[config.mk]
export PLATFORM = sky130hd
export DESIGN_NAME = vram_port_arbiter
export DESIGN_NICKNAME = d
export VERILOG_FILES = /design/src/rtl/vram_pkg.sv /design/src/rtl/vram_wr_fifo.sv /design/src/rtl/vram_port_arbiter.sv
export SDC_FILE = /design/constraint.sdc
export NUM_CORES = 1
export LEC_CHECK = 0
export CORE_MARGIN = 1
export CORE_UTILIZATION = 57
export CTS_BUF_LIST = sky130_fd_sc_hd__clkbuf_16
export DETAILED_ROUTE_END_ITERATION = 10
export PLACE_DENSITY = 0.93
export RECOVER_POWER = 100
export SKIP_LAST_GASP = 1
export SYNTH_ARGS = -nofsm -noshare
export SYNTH_HDL_FRONTEND = slang
export SYNTH_SLANG_ARGS = --single-unit
[constraint.sdc]
create_clock -name i_clk -period 7.3 [get_ports i_clk]
set_input_delay 2.19 -clock i_clk [delete_from_list [all_inputs] [get_ports i_clk]]
set_output_delay 2.19 -clock i_clk [all_outputs]
set_load 0.02 [all_outputs]
[src/rtl/vram_pkg.sv]
// Shared framebuffer geometry, grant-state encoding and write-queue entry type
// for the VRAM port arbiter and its write FIFO.
package vram_pkg;

    localparam int H_PIXELS    = 160;
    localparam int V_PIXELS    = 144;
    localparam int FB_SIZE     = H_PIXELS * V_PIXELS;
    localparam int VRAM_ADDR_W = 15;
    localparam int VRAM_DATA_W = 8;

    typedef enum logic [1:0] {
        GNT_NONE = 2'd0,
        GNT_RD   = 2'd1,
        GNT_WR   = 2'd2
    } gnt_e;

    typedef struct packed {
        logic [VRAM_ADDR_W-1:0] addr;
        logic [VRAM_DATA_W-1:0] data;
    } wr_entry_t;

    // True when the pixel address lies inside the visible framebuffer.
    function automatic logic fb_in_range(input logic [VRAM_ADDR_W-1:0] addr);
        return (32'(addr) < 32'(FB_SIZE));
    endfunction

endpackage

[src/rtl/vram_wr_fifo.sv]
// In-order write queue with full/empty flags; the head entry is shown ahead
// so the arbiter can drive the RAM port in the cycle after a pop is granted.
module vram_wr_fifo
    import vram_pkg::*;
#(
    parameter int DEPTH = 4
) (
    input  logic      i_clk,
    input  logic      i_rst,
    input  logic      i_push,
    input  wr_entry_t i_data,
    input  logic      i_pop,
    output wr_entry_t o_head,
    output logic      o_full,
    output logic      o_empty
);

    localparam int PTR_W = (DEPTH > 1) ? $clog2(DEPTH) : 1;

    wr_entry_t        r_mem [DEPTH];
    logic [PTR_W-1:0] r_wrPtr;
    logic [PTR_W-1:0] r_rdPtr;
    logic [PTR_W:0]   r_count;
    logic             w_doPush;
    logic             w_doPop;

    assign o_full   = (r_count == (PTR_W+1)'(DEPTH));
    assign o_empty  = (r_count == (PTR_W+1)'(0));
    assign w_doPush = i_push && !o_full;
    assign w_doPop  = i_pop && !o_empty;
    assign o_head   = r_mem[r_rdPtr];

    // Entry storage, written at the tail.
    always_ff @(posedge i_clk) begin
        if (w_doPush) begin
            r_mem[r_wrPtr] <= i_data;
        end
    end

    // Pointers and occupancy; pointers wrap naturally since DEPTH is a power of two.
    always_ff @(posedge i_clk) begin
        if (i_rst) begin
            r_wrPtr <= PTR_W'(0);
            r_rdPtr <= PTR_W'(0);
            r_count <= (PTR_W+1)'(0);
        end else begin
            if (w_doPush) begin
                r_wrPtr <= r_wrPtr + PTR_W'(1);
            end
            if (w_doPop) begin
                r_rdPtr <= r_rdPtr + PTR_W'(1);
            end
            case ({w_doPush, w_doPop})
                2'b10:   r_count <= r_count + (PTR_W+1)'(1);
                2'b01:   r_count <= r_count - (PTR_W+1)'(1);
                default: r_count <= r_count;
            endcase
        end
    end

endmodule

[src/rtl/vram_port_arbiter.sv]
// Shares the single-port VRAM between queued capture writes and VGA scan-out
// reads: reads win by default, writes are forced through when the queue fills or starves.
module vram_port_arbiter
    import vram_pkg::*;
#(
    parameter int WFIFO_DEPTH    = 4,
    parameter int MAX_WRITE_WAIT = 8,
    parameter int ADDR_W         = VRAM_ADDR_W,
    parameter int DATA_W         = VRAM_DATA_W
) (
    input  logic              i_clk,
    input  logic              i_rst,
    input  logic              i_wrValid,
    input  logic [ADDR_W-1:0] i_wrAddr,
    input  logic [DATA_W-1:0] i_wrData,
    output logic              o_wrReady,
    input  logic              i_rdReq,
    input  logic [ADDR_W-1:0] i_rdAddr,
    output logic              o_rdReady,
    output logic [DATA_W-1:0] o_rdData,
    output logic              o_rdDataValid,
    output logic              o_ramEn,
    output logic              o_ramWe,
    output logic [ADDR_W-1:0] o_ramAddr,
    output logic [DATA_W-1:0] o_ramWData,
    input  logic [DATA_W-1:0] i_ramRData,
    output logic [7:0]        o_dropCount,
    output logic              o_errSticky
);

    localparam int WAIT_W = $clog2(MAX_WRITE_WAIT + 1);

    wr_entry_t         w_pushEntry;
    wr_entry_t         w_head;
    logic              w_full;
    logic              w_empty;
    logic              w_wrAccept;
    logic              w_wrInRange;
    logic              w_rdInRange;
    logic              w_push;
    logic              w_pop;
    logic              w_waitSat;
    gnt_e              w_gntNext;
    gnt_e              r_gnt;
    logic [WAIT_W-1:0] r_waitCnt;
    logic              r_rdOor0;
    logic              r_rdVld1;
    logic              r_rdOor1;

    assign w_wrInRange      = fb_in_range(VRAM_ADDR_W'(i_wrAddr));
    assign w_rdInRange      = fb_in_range(VRAM_ADDR_W'(i_rdAddr));
    assign o_wrReady        = !w_full;
    assign w_wrAccept       = i_wrValid && !w_full;
    assign w_push           = w_wrAccept && w_wrInRange;
    assign w_pushEntry.addr = VRAM_ADDR_W'(i_wrAddr);
    assign w_pushEntry.data = VRAM_DATA_W'(i_wrData);
    assign w_waitSat        = (r_waitCnt >= WAIT_W'(MAX_WRITE_WAIT));

    vram_wr_fifo #(
        .DEPTH (WFIFO_DEPTH)
    ) u_wr_fifo (
        .i_clk   (i_clk),
        .i_rst   (i_rst),
        .i_push  (w_push),
        .i_data  (w_pushEntry),
        .i_pop   (w_pop),
        .o_head  (w_head),
        .o_full  (w_full),
        .o_empty (w_empty)
    );

    // Grant decision: a waiting write preempts a read only when the queue is full or starved.
    always_comb begin
        w_gntNext = GNT_NONE;
        if (i_rst) begin
            w_gntNext = GNT_NONE;
        end else if (!w_empty && (!i_rdReq || w_full || w_waitSat)) begin
            w_gntNext = GNT_WR;
        end else if (i_rdReq) begin
            w_gntNext = GNT_RD;
        end else begin
            w_gntNext = GNT_NONE;
        end
    end

    assign w_pop     = (w_gntNext == GNT_WR);
    assign o_rdReady = (w_gntNext == GNT_RD);

    // Starvation counter for the queue head.
    always_ff @(posedge i_clk) begin
        if (i_rst) begin
            r_waitCnt <= WAIT_W'(0);
        end else if (w_empty || w_pop) begin
            r_waitCnt <= WAIT_W'(0);
        end else if (!w_waitSat) begin
            r_waitCnt <= r_waitCnt + WAIT_W'(1);
        end
    end

    // Grant state and RAM port; address/data hold when the port is idle.
    always_ff @(posedge i_clk) begin
        if (i_rst) begin
            r_gnt      <= GNT_NONE;
            r_rdOor0   <= 1'b0;
            o_ramEn    <= 1'b0;
            o_ramWe    <= 1'b0;
            o_ramAddr  <= ADDR_W'(0);
            o_ramWData <= DATA_W'(0);
        end else begin
            r_gnt    <= w_gntNext;
            r_rdOor0 <= (w_gntNext == GNT_RD) && !w_rdInRange;
            case (w_gntNext)
                GNT_WR: begin
                    o_ramEn    <= 1'b1;
                    o_ramWe    <= 1'b1;
                    o_ramAddr  <= ADDR_W'(w_head.addr);
                    o_ramWData <= DATA_W'(w_head.data);
                end
                GNT_RD: begin
                    // Out-of-range reads still occupy the slot but never touch the RAM.
                    o_ramEn   <= w_rdInRange;
                    o_ramWe   <= 1'b0;
                    o_ramAddr <= i_rdAddr;
                end
                default: begin
                    o_ramEn <= 1'b0;
                    o_ramWe <= 1'b0;
                end
            endcase
        end
    end

    // Read return pipeline: RAM data arrives one cycle after the address.
    always_ff @(posedge i_clk) begin
        if (i_rst) begin
            r_rdVld1      <= 1'b0;
            r_rdOor1      <= 1'b0;
            o_rdDataValid <= 1'b0;
            o_rdData      <= DATA_W'(0);
        end else begin
            r_rdVld1      <= (r_gnt == GNT_RD);
            r_rdOor1      <= r_rdOor0;
            o_rdDataValid <= r_rdVld1;
            if (r_rdVld1) begin
                o_rdData <= r_rdOor1 ? DATA_W'(0) : i_ramRData;
            end
        end
    end

    // Error bookkeeping for filtered addresses.
    always_ff @(posedge i_clk) begin
        if (i_rst) begin
            o_dropCount <= 8'd0;
            o_errSticky <= 1'b0;
        end else begin
            if (w_wrAccept && !w_wrInRange && (o_dropCount != 8'hFF)) begin
                o_dropCount <= o_dropCount + 8'd1;
            end
            if ((w_wrAccept && !w_wrInRange) || ((w_gntNext == GNT_RD) && !w_rdInRange)) begin
                o_errSticky <= 1'b1;
            end
        end
    end

endmodule

==> results.py, run 1 <==
metrics = {
    "sta": {
        "slew_headroom_pct": -68.1,
        "setup_viol": 0,
        "max_freq_mhz": 151,
        "final.period_utilization_pct": 90.7,
        "fin_hold_ws_ps": 415,
        "post-route-min-period_ps": 6620,
        "tightestPinTransition_ps": 2520,
        "finalHoldViolCount": 0,
        "finalMaxSlewViolations": 153,
        "finalSetupTns_ps": 0,
        "finalClockSkew_ps": 9.47,
        "grt_setup_unrepaired": "false",
    },
    "pwr": {
        "power_density_nw_per_um2": 274,
        "vdd_drop_max_mv": 0.203,
        "total_power_mw": 2.07,
        "leakagePower_nw": 2.70,
    },
    "final_layout": {
        "fillers": 599,
        "layout-drive-gt1-share_pct": 11.1,
        "diodes": 0,
        "stdcell_area_sq_um": 7570,
        "syn2layout_area_growth_pct": 26.5,
        "final_cells": 658,
        "final_nets": 570,
    },
    "grt": {
        "antenna_found_initial": 0,
        "grt_pass1_vias": 4019,
        "overflow": 0,
        "grtUsageTotal_pct": 25.9,
        "grt_pass1_wl_mm": 21.1,
        "grt_start_max_net_pins": 57,
    },
    "yosys": {
        "synth_flop_cell": "edfxtp_1",
        "netlist_top_cells_count": "92 x edfxtp_1, 61 x dfxtp_1, 32 x a21oi_1",
        "post-synth-top-count-cell": "edfxtp_1",
        "ys_seq_area_share_pct": 66.6,
        "ys_ff_latch": 153,
        "postSynthAreaPerCell_sq_um": 14.4,
        "syn_nets": 477,
        "ys_top_cells_by_area": "edfxtp_1 46%, dfxtp_1 20%, mux4_2 8.7%",
        "yosysTopAreaCell": "edfxtp_1",
        "async_flop_share_pct": 0,
        "synth_edf_count": 92,
        "synthCells": 416,
        "synth_cell_type_count": 43,
        "synth_warnings": 0,
        "synthesis.area_sq_um": 5980,
        "yosys.area.top_type_share_pct": 46.2,
    },
    "route": {
        "vias": 3829,
        "route.antenna.remaining_nets": 0,
        "drt_first_pass_iters": 5,
        "first_iter_violations": 300,
        "vias_per_cell": 5.82,
        "wirelength_mm": 13.3,
        "drc": 0,
        "post_drt_wl_per_cell_microns": 20.2,
    },
    "floorplanning": {
        "io_pins": 95,
        "die_w_microns": 104,
        "die_h_microns": 104,
        "row_count": 37,
        "die-area_sq_um": 10900,
        "core_sq_um": 10200,
        "start_util_pct": 58.5,
    },
    "worst_setup_path": {
        "cp_slowest_stage_delay_ps": 720,
        "endpoint": "o_rdReady",
        "worstPathBufferInverterCount": 4,
        "crit_fanout": 33,
        "endpoint_kind": "primary output",
        "cp-start-kind": "input port",
        "cp_slowest_cell": "dlygate4sd3_1",
        "r2r_cells": 11,
        "worstSetupPathDepth": 7,
        "ff2ff_setup_slack_ps": 3480,
        "cp_top_family": "buffers and inverters",
        "crit_path_cell_trace": "dlygate4sd3_1 > nor3b_1 > nor3_1 > inv_1 > ha_1 > buf_4 > dlygate4sd3_1",
        "worst_ep_arrival_time_ps": 4430,
        "critical_path.most_common_cell": "dlygate4sd3_1",
        "r2r-start": "u_wr_fifo.r_count[0]",
        "worstSetupStartpoint": "i_rdReq",
        "required_ps": 5110,
        "r2r_end": "u_wr_fifo.r_count[2]",
        "path_class": "input port to primary output",
    },
    "cts": {
        "cts-root-buf": "clkbuf_16",
        "cts_buffers": 17,
        "clockBufferDepth": 2,
        "cts_tree": "built",
        "cts_resized": 0,
        "clock_latency_ps": 420,
        "htreeDepth": 4,
        "cts.clk_slew.worst_paths_ps": 60,
        "cts.sinks": 153,
        "cts_setup_buffers": 0,
        "postCtsHoldBufs": 0,
    },
    "worst_hold_path": {
        "hold_class": "flip-flop to flip-flop",
    },
    "placed_design": {
        "hpwl_mm": 7.62,
        "dp.cells": 626,
        "dpl_cell_area_sq_um": 7010,
        "io_buffer_count": 94,
        "place.gp.congestion": 0.773,
    },
    "outcome": {
        "outcome": "complete, but fails checks",
        "violations": "capacitance limit, slew limit",
    },
    "flow_run": {
        "drv_cap": 5,
    },
}
## logic make-up (layout without fill, tap and decap cells)
logic type | Yosys count | count (layout) | synth area share [%]
AO/OA/AOI/OAI | 65 | 65 | 7.30
multiplexers | 35 | 35 | 10.7
adder cells (fa/ha/maj) | 11 | 11 | 2.43
buffers and inverters | 50 | 156 | 3.32
XOR/XNOR | 6 | 6 | 0.878
flip-flops | 153 | 153 | 66.6
AND/OR/NAND/NOR | 96 | 96 | 8.80
## worst min path at each step
stage,start,endpoint,slack (ps),cells after the start
2_1_floorplan,r_gnt[1],r_rdVld1,370,1
3_3_place_gp,r_gnt[1],r_rdVld1,380,1
3_5_place_dp,r_gnt[1],r_rdVld1,390,1
4_1_cts,r_gnt[1],r_rdVld1,420,1
5_1_grt,r_gnt[1],r_rdVld1,420,1
6_report,r_gnt[1],r_rdVld1,410,1
## flip-flops by register name, indices dropped and copies added (netlist names), named ones only
signal,flops
o_ramEn,1
o_rdDataValid,1
r_rdOor0,1
o_ramAddr,15
o_rdData,8
r_rdVld1,1
o_ramWData,8
r_waitCnt,4
o_errSticky,1
u_wr_fifo.r_rdPtr,2
o_ramWe,1
u_wr_fifo.r_count,3
u_wr_fifo.r_mem,92
r_rdOor1,1
o_dropCount,8
u_wr_fifo.r_wrPtr,2
r_gnt,2
## placed cells by master (no fill, tap or decap), drive strengths merged, types with 3 or more instances in the layout
cell type	count
and2	4
dlygate4sd3	69
mux2i	10
edfxtp	92
inv	29
ha	10
nor3	4
xor2	4
nor2	31
a21oi	32
o31ai	3
clkinvlp	5
a221oi	15
clkinv	7
mux4	23
or3	4
clkdlybuf4s50	24
or4	3
nand2b	17
nor2b	14
nand3	4
nand2	3
dfxtp	61
clkbuf	19
o21ai	6
## cell type report
cell class,instances,area (sq um),share of cell area [%]
clock buffers,17,425,5.62
clock inverters,15,154,2.03
inverters,28,105,1.39
multi-input cells,213,1780,23.6
flip-flops and latches,153,3990,52.6
well taps,136,170,2.25
repair buffers,96,946,12.5
## routing by layer
metal	up-vias	track usage (%)	wire length [microns]
met5	-	0	0
met4	0	14.8	590
met3	55	6.39	742
met2	169	43.9	6800
met1	1867	30.2	5130
li1	1738	-	-
## where the power goes
part           switching, mW  internal [mW]
clock                  0.353          0.503
sequential            0.0274          0.963
combinational          0.124          0.104
## metrics by stage
stage	util, %	setup slack (ps)
global placement	68.5	934
floorplan	-	2080
global route	74.0	616
detailed placement	68.5	902
finish	74.0	682
CTS	74.2	849
No activity file was read; power rests on OpenSTA's default activity.
==> run 2: changes to the inputs <==
CORE_UTILIZATION = 53   (was 57)
PLACE_DENSITY = 0.88   (was 0.93)
clock period = 6.4 ns   (was 7.3 ns; I/O delays follow)
==> run 2 against run 1 <==
Compared with the run above: core utilization shrank 4.5 points; sequential cell count is the same; clock-buffer cell count is the same; critical path depth shrank 1; first-iteration DRC count shrank 32%; worst setup slack gained 3.4 ps; sequential power grew 14%; final cell count grew 0.91%; combinational power grew 14%; the flow still finishes with violations (capacitance limit, slew limit).
==> results.py, run 2 (synthesized netlist as in run 1, its figures left out) <==
metrics = {
    "sta": {
        "finalHoldViolCount": 0,
        "max_freq_mhz": 175,
        "grt_setup_unrepaired": "false",
        "final.period_utilization_pct": 89.3,
        "post-route-min-period_ps": 5710,
        "finalClockSkew_ps": 9.63,
        "tightestPinTransition_ps": 2230,
        "fin_ws_ps": 686,
        "finalSetupTns_ps": 0,
        "slew_headroom_pct": -48.8,
        "setup_viol": 0,
        "finalMaxSlewViolations": 144,
    },
    "pwr": {
        "leakagePower_nw": 2.72,
        "vdd_drop_max_mv": 0.159,
        "power_density_nw_per_um2": 316,
    },
    "final_layout": {
        "layout-drive-gt1-share_pct": 11.3,
        "final_nets": 571,
        "fillers": 726,
        "syn2layout_area_growth_pct": 27.1,
        "stdcell_area_sq_um": 7600,
        "largest_register": "u_wr_fifo.r_mem",
        "largest_reg_flops": 92,
        "final_cells": 664,
        "reg_top3": "u_wr_fifo.r_mem: 92 flops, o_ramAddr: 15 flops",
        "final_cell_mix": "92 x edfxtp_1, 69 x dlygate4sd3_1, 60 x dfxtp_1",
        "layout_commonest_cell": "edfxtp_1",
    },
    "route": {
        "post_drt_wl_per_cell_microns": 18.8,
        "wl_met2_mm": 6.45,
        "wirelength_mm": 12.5,
        "drc": 0,
        "vias": 3772,
        "vias_per_cell": 5.68,
        "wl_met1_mm": 5.07,
        "drt_first_pass_iters": 5,
        "route.antenna.remaining_nets": 0,
        "highest_layer": "met4",
        "first_iter_violations": 204,
        "wl_met3_microns": 627,
    },
    "cts": {
        "cts_setup_buffers": 0,
        "clock_latency_ps": 410,
        "postCtsHoldBufs": 0,
        "clockBufferDepth": 2,
        "htreeDepth": 4,
        "cts.clk_slew.worst_paths_ps": 60,
        "cts.sinks": 153,
        "cts_resized": 0,
        "cts-root-buf": "clkbuf_16",
        "cts_tree": "built",
        "cts_buffers": 17,
    },
    "worst_setup_path": {
        "crit_fanout": 3,
        "critical_path.most_common_cell": "dlygate4sd3_1",
        "cp_slowest_stage_delay_ps": 650,
        "crit_path_cell_trace": "dlygate4sd3_1 > nor3b_1 > nor3_1 > inv_1 > ha_1 > dlygate4sd3_1",
        "endpoint_kind": "primary output",
        "cp-start-kind": "input port",
        "required_ps": 4480,
        "path_class": "input port to primary output",
        "cp_slowest_cell": "dlygate4sd3_1",
        "ff2ff_setup_slack_ps": 2690,
        "worst_ep_arrival_time_ps": 3790,
    },
    "grt": {
        "grt_pass1_wl_mm": 19.3,
        "overflow": 0,
        "grt_start_max_net_pins": 48,
        "grtUsageTotal_pct": 22.6,
        "grt_pass1_vias": 3878,
        "antenna_found_initial": 1,
    },
    "floorplanning": {
        "die-area_sq_um": 11700,
        "die_w_microns": 108,
        "io_pins": 95,
        "die_h_microns": 108,
        "row_count": 38,
        "core_sq_um": 10900,
        "start_util_pct": 54.7,
    },
    "worst_hold_path": {
        "hold_class": "flip-flop to flip-flop",
    },
    "placed_design": {
        "io_buffer_count": 94,
        "dp_slack_ps": 843,
        "hpwl_mm": 7.50,
        "dp.cells": 631,
        "dpl_cell_area_sq_um": 7030,
        "place.gp.congestion": 0.798,
    },
    "flow_run": {
        "drv_cap": 5,
    },
    "outcome": {
        "outcome": "complete, but fails checks",
        "violations": "capacitance limit, slew limit",
    },
}
-- run 2: final timing paths --
| kind | end | from | depth (start not counted) |
|---|---|---|---|
| max | o_rdReady | i_rdReq | 6 |
| min reg2reg | r_rdVld1 | r_gnt[1] | 1 |
| max reg2reg | u_wr_fifo.r_count[2] | u_wr_fifo.r_count[0] | 12 |
| min | r_rdVld1 | r_gnt[1] | 1 |
-- run 2: layer usage --
layer	global-route usage, %	up-vias
met5	0	-
li1	-	1734
met1	26.1	1890
met4	12.1	0
met2	39.3	122
met3	4.94	26
-- run 2: cell type report --
type / instances / area (sq um) / area share (%)
Clock inverter: 15 / 176 / 2.32
Tap cell: 140 / 175 / 2.30
Antenna cell: 1 / 2.50 / 0.0329
Timing Repair Buffer: 97 / 950 / 12.5
Sequential cell: 153 / 3990 / 52.4
Inverter: 28 / 105 / 1.38
Multi-Input combinational cell: 213 / 1780 / 23.5
Clock buffer: 17 / 425 / 5.59
-- run 2: metrics by stage --
| step | total power [mW] | hold WS, ps | util, % |
|---|---|---|---|
| 6_report | 2.40 | 399 | 69.5 |
| 4_1_cts | 2.43 | 389 | 69.7 |
| 3_5_place_dp | 1.42 | 381 | 64.2 |
| 2_1_floorplan | 1.29 | 372 | - |
| 3_3_place_gp | 1.41 | 376 | 64.2 |
| 5_1_grt | 2.48 | 442 | 69.5 |
-- run 2: where the power goes --
group | internal, mW | total (mW) | switching [mW]
Combinational | 0.118 | 0.261 | 0.142
Sequential | 1.10 | 1.13 | 0.0315
Clock | 0.614 | 1.01 | 0.398
Total | 1.83 | 2.40 | 0.572
-- run 2: critical path, delay by kind of cell --
family | cells | cell delay, ps
buffers and inverters | 3 | 1290
and+or+nand+nor | 2 | 390
adders and majority gates | 1 | 190
